**src/rtl/led_fader_pkg.sv**
```systemverilog
// Shared types and helpers for the LED cross-fade stage.
package led_fader_pkg;

  typedef enum logic [0:0] {IDLE, FADING} state_t;

  // Full-on brightness code for a given PWM resolution.
  function automatic int unsigned max_level(input int unsigned pwm_bits);
    return (32'd1 << pwm_bits) - 32'd1;
  endfunction

endpackage

```
**src/rtl/led_fade_channel.sv**
```systemverilog
// One LED: brightness level ramping toward an on/off target, plus the PWM compare.
module led_fade_channel
  import led_fader_pkg::*;
#(
  parameter int unsigned PWM_BITS = 8
) (
  input  logic                clk,
  input  logic                rst_n,
  input  logic                step_tick,
  input  logic                load,
  input  logic                target_on,
  input  logic [PWM_BITS-1:0] pwm_cnt,
  output logic                at_target,
  output logic                led
);

  localparam int unsigned MAX = max_level(PWM_BITS);
  localparam logic [PWM_BITS-1:0] LVL_MAX = PWM_BITS'(MAX);
  localparam logic [PWM_BITS-1:0] LVL_ONE = PWM_BITS'(1);

  logic [PWM_BITS-1:0] level;
  logic [PWM_BITS-1:0] target;

  assign at_target = (level == target);

  // Level steps use the old target; a load only ever coincides with level==target.
  always_ff @(posedge clk) begin
    if (!rst_n) begin
      level  <= '0;
      target <= '0;
      led    <= 1'b0;
    end else begin
      if (step_tick) begin
        if (level < target)      level <= level + LVL_ONE;
        else if (level > target) level <= level - LVL_ONE;
      end
      if (load) target <= target_on ? LVL_MAX : '0;
      led <= (level > pwm_cnt);
    end
  end

endmodule

```
**src/rtl/led_fader.sv**
```systemverilog
// Pattern sink driving 8 PWM LEDs with linear cross-fades and a one-entry pending buffer.
module led_fader
  import led_fader_pkg::*;
#(
  parameter int unsigned PWM_BITS         = 8,
  parameter int unsigned PERIODS_PER_STEP = 96
) (
  input  logic       clk,
  input  logic       rst_n,
  input  logic       pat_valid,
  input  logic [7:0] pat_data,
  output logic       pat_ready,
  output logic [7:0] led,
  output logic       busy
);

  localparam int unsigned NUM_LEDS = 8;
  localparam int unsigned MAX      = max_level(PWM_BITS);
  localparam int unsigned PER_W    = (PERIODS_PER_STEP > 1) ? $clog2(PERIODS_PER_STEP) : 1;
  localparam logic [PWM_BITS-1:0] PWM_LAST = PWM_BITS'(MAX - 1);
  localparam logic [PER_W-1:0]    PER_LAST = PER_W'(PERIODS_PER_STEP - 1);

  logic [PWM_BITS-1:0] pwm_cnt;
  logic [PER_W-1:0]    per_cnt;
  logic                pwm_wrap;
  logic                step_tick;

  state_t              state;
  logic [7:0]          pending;
  logic                pending_valid;
  logic                transfer;
  logic                fading;
  logic                all_at_target;
  logic [NUM_LEDS-1:0] at_target;
  logic                load_c;
  logic [7:0]          load_data_c;

  assign pwm_wrap      = (pwm_cnt == PWM_LAST);
  assign step_tick     = pwm_wrap && (per_cnt == PER_LAST);
  assign pat_ready     = !pending_valid;
  assign transfer      = pat_valid && pat_ready;
  assign fading        = (state == FADING);
  assign all_at_target = &at_target;
  assign busy          = fading || pending_valid;

  // Free-running PWM and step counters; only reset clears them.
  always_ff @(posedge clk) begin
    if (!rst_n) begin
      pwm_cnt <= '0;
      per_cnt <= '0;
    end else if (pwm_wrap) begin
      pwm_cnt <= '0;
      per_cnt <= (per_cnt == PER_LAST) ? '0 : per_cnt + PER_W'(1);
    end else begin
      pwm_cnt <= pwm_cnt + PWM_BITS'(1);
    end
  end

  // New targets: on an IDLE transfer, or at fade completion (pending first, then live data).
  always_comb begin
    load_c      = 1'b0;
    load_data_c = pat_data;
    if (!fading) begin
      load_c = transfer;
    end else if (all_at_target) begin
      if (pending_valid) begin
        load_c      = 1'b1;
        load_data_c = pending;
      end else begin
        load_c = transfer;
      end
    end
  end

  always_ff @(posedge clk) begin
    if (!rst_n) begin
      state         <= IDLE;
      pending       <= '0;
      pending_valid <= 1'b0;
    end else begin
      case (state)
        IDLE: begin
          if (transfer) state <= FADING;
        end
        FADING: begin
          if (all_at_target) begin
            if (pending_valid)  pending_valid <= 1'b0;
            else if (!transfer) state <= IDLE;
          end else if (transfer) begin
            pending       <= pat_data;
            pending_valid <= 1'b1;
          end
        end
        default: state <= IDLE;
      endcase
    end
  end

  for (genvar i = 0; i < NUM_LEDS; i++) begin : g_ch
    led_fade_channel #(
      .PWM_BITS(PWM_BITS)
    ) u_ch (
      .clk      (clk),
      .rst_n    (rst_n),
      .step_tick(step_tick && fading),
      .load     (load_c),
      .target_on(load_data_c[i]),
      .pwm_cnt  (pwm_cnt),
      .at_target(at_target[i]),
      .led      (led[i])
    );
  end

endmodule

```
**config.mk**
```make
export PLATFORM = sky130hd
export DESIGN_NAME = led_fader
export DESIGN_NICKNAME = d
export VERILOG_FILES = /design/src/rtl/led_fader_pkg.sv /design/src/rtl/led_fade_channel.sv /design/src/rtl/led_fader.sv
export SDC_FILE = /design/constraint.sdc
export NUM_CORES = 1
export LEC_CHECK = 0
export BUFFER_PORTS_ARGS = -buffer_cell sky130_fd_sc_hd__buf_2
export CORE_ASPECT_RATIO = 1.2
export CORE_MARGIN = 2
export CORE_UTILIZATION = 60
export CTS_CLUSTER_DIAMETER = 200
export DETAILED_ROUTE_END_ITERATION = 7
export PLACE_DENSITY_LB_ADDON = 0.15
export SETUP_SLACK_MARGIN = 0.1
export SLEW_MARGIN = 20
export SYNTH_ARGS = -nofsm -noshare
export SYNTH_HDL_FRONTEND = slang
export SYNTH_SLANG_ARGS = --single-unit
```
**constraint.sdc**
```tcl
create_clock -name clk -period 3.5 [get_ports clk]
set_input_delay 0.35 -clock clk [delete_from_list [all_inputs] [get_ports clk]]
set_output_delay 0.35 -clock clk [all_outputs]
set_load 0.02 [all_outputs]
```
==> results.txt <==
Via-to-Cell Ratio: 6.16
gpl congestion: 0.852
Cell variety after synth: 58
Die ar.: 0.0161 mm²
worst skew pair latency: 0.36 ns
IO Pins: 21
Reg2Reg Depth: 13
final setup fails: 0
critical path class: reg -> reg
Final #Nets: 1282
Seq cells post-synth: 105
compound-gate portion of the synthesized area: 21.4%
Post-synth EDFFs: 0
post-synthesis mux area share: 2.10%
worst ir drop on vdd: 0.000245 V
P_leak: 4.46 nW
hold buffers post-CTS: 0
type of the worst min-delay path: in -> reg
wirelength, routed: 21.5 mm
Area Growth Syn to Fin: 8.75%
area leader, netlist: ha_1
fmax: 0.308 GHz
Mean Syn Cell Area: 8.48 µm²
initial antenna violation count: 1
FILL cells: 1292
slack of the worst reg-to-reg path: 0.25 ns
vias in the first global route: 7372
Slew headroom: 52.2%
total CTS buffers: 9
Worst Path Arrival: 3.54 ns
Die X: 116 µm
RR Endpoint: g_ch[3].u_ch.level[6]$_SDFFE_PN0P_
Synth top cells by count: 179 x ha_1, 110 x a21oi_1, 105 x dfxtp_1, 72 x nand3_1, 69 x o21ai_0
HPWL Detailed: 15.7 mm
worst hold start: pat_data[1]
WP data required: 3.80 ns
WL/cell: 16.6 µm
outcome: completed
total iterations of the first detailed-routing run: 5
layout cells sized above 1: 9.37%
# DRC: 0
cells after synthesis: 1066
most frequent cell after synthesis: ha_1
Fin Hold WS: 0.250 ns
dpl cells: 1276
Tot Pwr: 3.12 mW
Synth Area in Simple Gates: 17.9%
Post-Route Utilization: 66.2%
Layout Cells excl Fill: 1294
CTS root buf: clkbuf_16
r2r startpoint: g_ch[3].u_ch.target[6]$_SDFFE_PN0P_
xor-xnor portion of the synthesized cell area: 4.46%
Die Height: 138 µm
Synth top area share: 24.8%
CTS sink cnt: 105
Total Routing Usage GR: 27.1%
max_cap viols: 0
clock slew seen by the registers of the worst setup and hold paths: 0.08 ns
Crit. End Element: flip-flop
total number of yosys warnings: 0
Period minus WS final: 3.25 ns
adder and majority gate portion of the synthesized area: 26.6%
prevailing post-synth register cell: dfxtp_1
row count: 49
core area: 0.0148 mm²
sequential share of the synthesized area: 23.3%
Worst Hold Depth: 3
Starting Density: 60.9%
Setup Skew: 0.00608 ns
worst hold path endpoint: pending[1]$_SDFFE_PN0P_
post-route ant nets: 0
H-Tree Depth: 3
CTS max path bufs: 2
Buffers on Ports: 20
drt initial violations: 394
routed vias: 7975
Final Cycle Share: 92.8%
Worst Tran Pin Value: 0.717 ns
Synth area leaders: ha_1 25%, dfxtp_1 23%, a21oi_1 6.1%
setup TNS: 0 ns
syn_nets: 1264
Max Slew Vio Count: 0
grt ovf: 0
critical path startpoint category: flip-flop
Synth Cell Area: 0.00904 mm²
Worst Path Max Fanout: 8
largest net degree at the start of global routing: 53
largest family of logic cells by synthesized area: adder cells
Final Hold Viols: 0
first-pass GRT wire length: 35.0 mm
P per Cell Area: 318 mW/mm²
Async S/R FF share, synth: 0%
RSZ-0062 raised after global routing: yes
CTS tree: built
==> area by class of cell <==
class	instances	area, µm²	share of cell area [%]
antenna	1	2.50	0.0255
clock buffer	10	239	2.43
clock inverter	6	65.1	0.662
inverter	57	214	2.18
multi-input combinational	870	6690	68.1
sequential	105	2100	21.4
tap	204	255	2.60
timing repair buffer	41	258	2.62
==> layout by cell type (no fill, tap or decap), drive strengths merged, types with 2 or more instances in the layout <==
cell type | synthesis | layout
o41ai | 8 | 8
xnor2 | 38 | 38
dfxtp | 105 | 105
a31oi | 4 | 4
nor3 | 23 | 23
nor2 | 69 | 69
nand3 | 73 | 73
or4b | 3 | 3
o21bai | 8 | 8
a21o | 31 | 31
or3 | 5 | 5
nand4 | 37 | 37
nand2b | 21 | 21
o2111ai | 4 | 4
o221ai | 2 | 2
inv | 57 | 59
or4 | 2 | 2
a311oi | 5 | 5
nor2b | 16 | 16
and3 | 4 | 4
mux2i | 19 | 19
clkinv | 0 | 3
nand4b | 3 | 3
ha | 179 | 179
a211oi | 9 | 9
a21oi | 110 | 110
nand3b | 3 | 3
o31ai | 7 | 7
nand2 | 36 | 36
or2 | 8 | 8
o21ai | 75 | 75
xor2 | 8 | 8
fa | 8 | 8
clkbuf | 17 | 10
a21boi | 2 | 2
o211ai | 18 | 18
buf | 17 | 41
o211a | 9 | 9
a221oi | 6 | 6
o21a | 12 | 12
==> worst max-delay path by stage <==
stage | from | to | cells past startpoint
2_1_floorplan | g_ch[4].u_ch.target[6]$_SDFFE_PN0P_ | g_ch[4].u_ch.level[6]$_SDFFE_PN0P_ | 13
3_3_place_gp | g_ch[6].u_ch.target[6]$_SDFFE_PN0P_ | g_ch[6].u_ch.level[7]$_SDFFE_PN0P_ | 13
3_5_place_dp | g_ch[6].u_ch.target[6]$_SDFFE_PN0P_ | g_ch[6].u_ch.level[7]$_SDFFE_PN0P_ | 13
4_1_cts | g_ch[4].u_ch.target[6]$_SDFFE_PN0P_ | g_ch[4].u_ch.level[6]$_SDFFE_PN0P_ | 13
5_1_grt | g_ch[3].u_ch.target[6]$_SDFFE_PN0P_ | g_ch[3].u_ch.level[7]$_SDFFE_PN0P_ | 13
6_report | g_ch[3].u_ch.target[6]$_SDFFE_PN0P_ | g_ch[3].u_ch.level[6]$_SDFFE_PN0P_ | 13
==> cell families (layout without fill, tap and decap cells) <==
group,after synthesis,count (layout)
AOI/OAI and AO/OA,311,311
and+or+nand+nor,307,307
adders and majority gates,187,187
DFF,105,105
buffers and inverters,91,114
xor gates and xnor gates,46,46
muxes,19,19
other,0,1
==> metrics by stage <==
stage / area, µm² / setup WS [ns]
4_1_cts: 9670 / 0.153
6_report: 9830 / 0.253
5_1_grt: 9820 / 0.00761
3_5_place_dp: 9360 / 0.136
3_3_place_gp: 9360 / 0.208
2_1_floorplan: 9040 / 0.440
==> where the power goes <==
group          total, mW  internal (mW)  switching (mW)
Sequential          1.24           1.22          0.0163
Combinational      0.807          0.322           0.486
Clock               1.08          0.580           0.500
Total               3.12           2.12            1.00
==> flip-flops by register name, indices dropped and copies added, names as in the netlist <==
register          flops
per_cnt               7
pending               8
g_ch.u_ch.level      64
pending_valid         1
g_ch.u_ch.target      8
pwm_cnt               8
g_ch.u_ch.led         8
fading                1
==> timing repair <==
item                                    in CTS  in global routing
cloned                                       0                  0
resized for setup                            2                 28
endpoints found under the setup margin       1                 12
buffers inserted                             0                  1
pin swaps                                    0                  3
==> worst max-delay path, stage by stage (launching register included) <==
cell and delay [ns]:
dfxtp_1 0.36, inv_2 0.10, ha_1 0.31, nor2b_1 0.13, o211ai_1 0.15, a21oi_1 0.13
or2_2 0.40, ha_1 0.38, a21o_1 0.14, a21oi_1 0.10, or4b_2 0.62, o2111ai_1 0.11
nand3_1 0.10, a21oi_1 0.16
==> layer usage <==
metal,GRT usage (%),share of wire (%)
met1,34.2,44
met2,46.9,49
met3,2.98,3.8
met4,10.5,2.6
met5,0,0
Power figures use the tool's default switching activity.
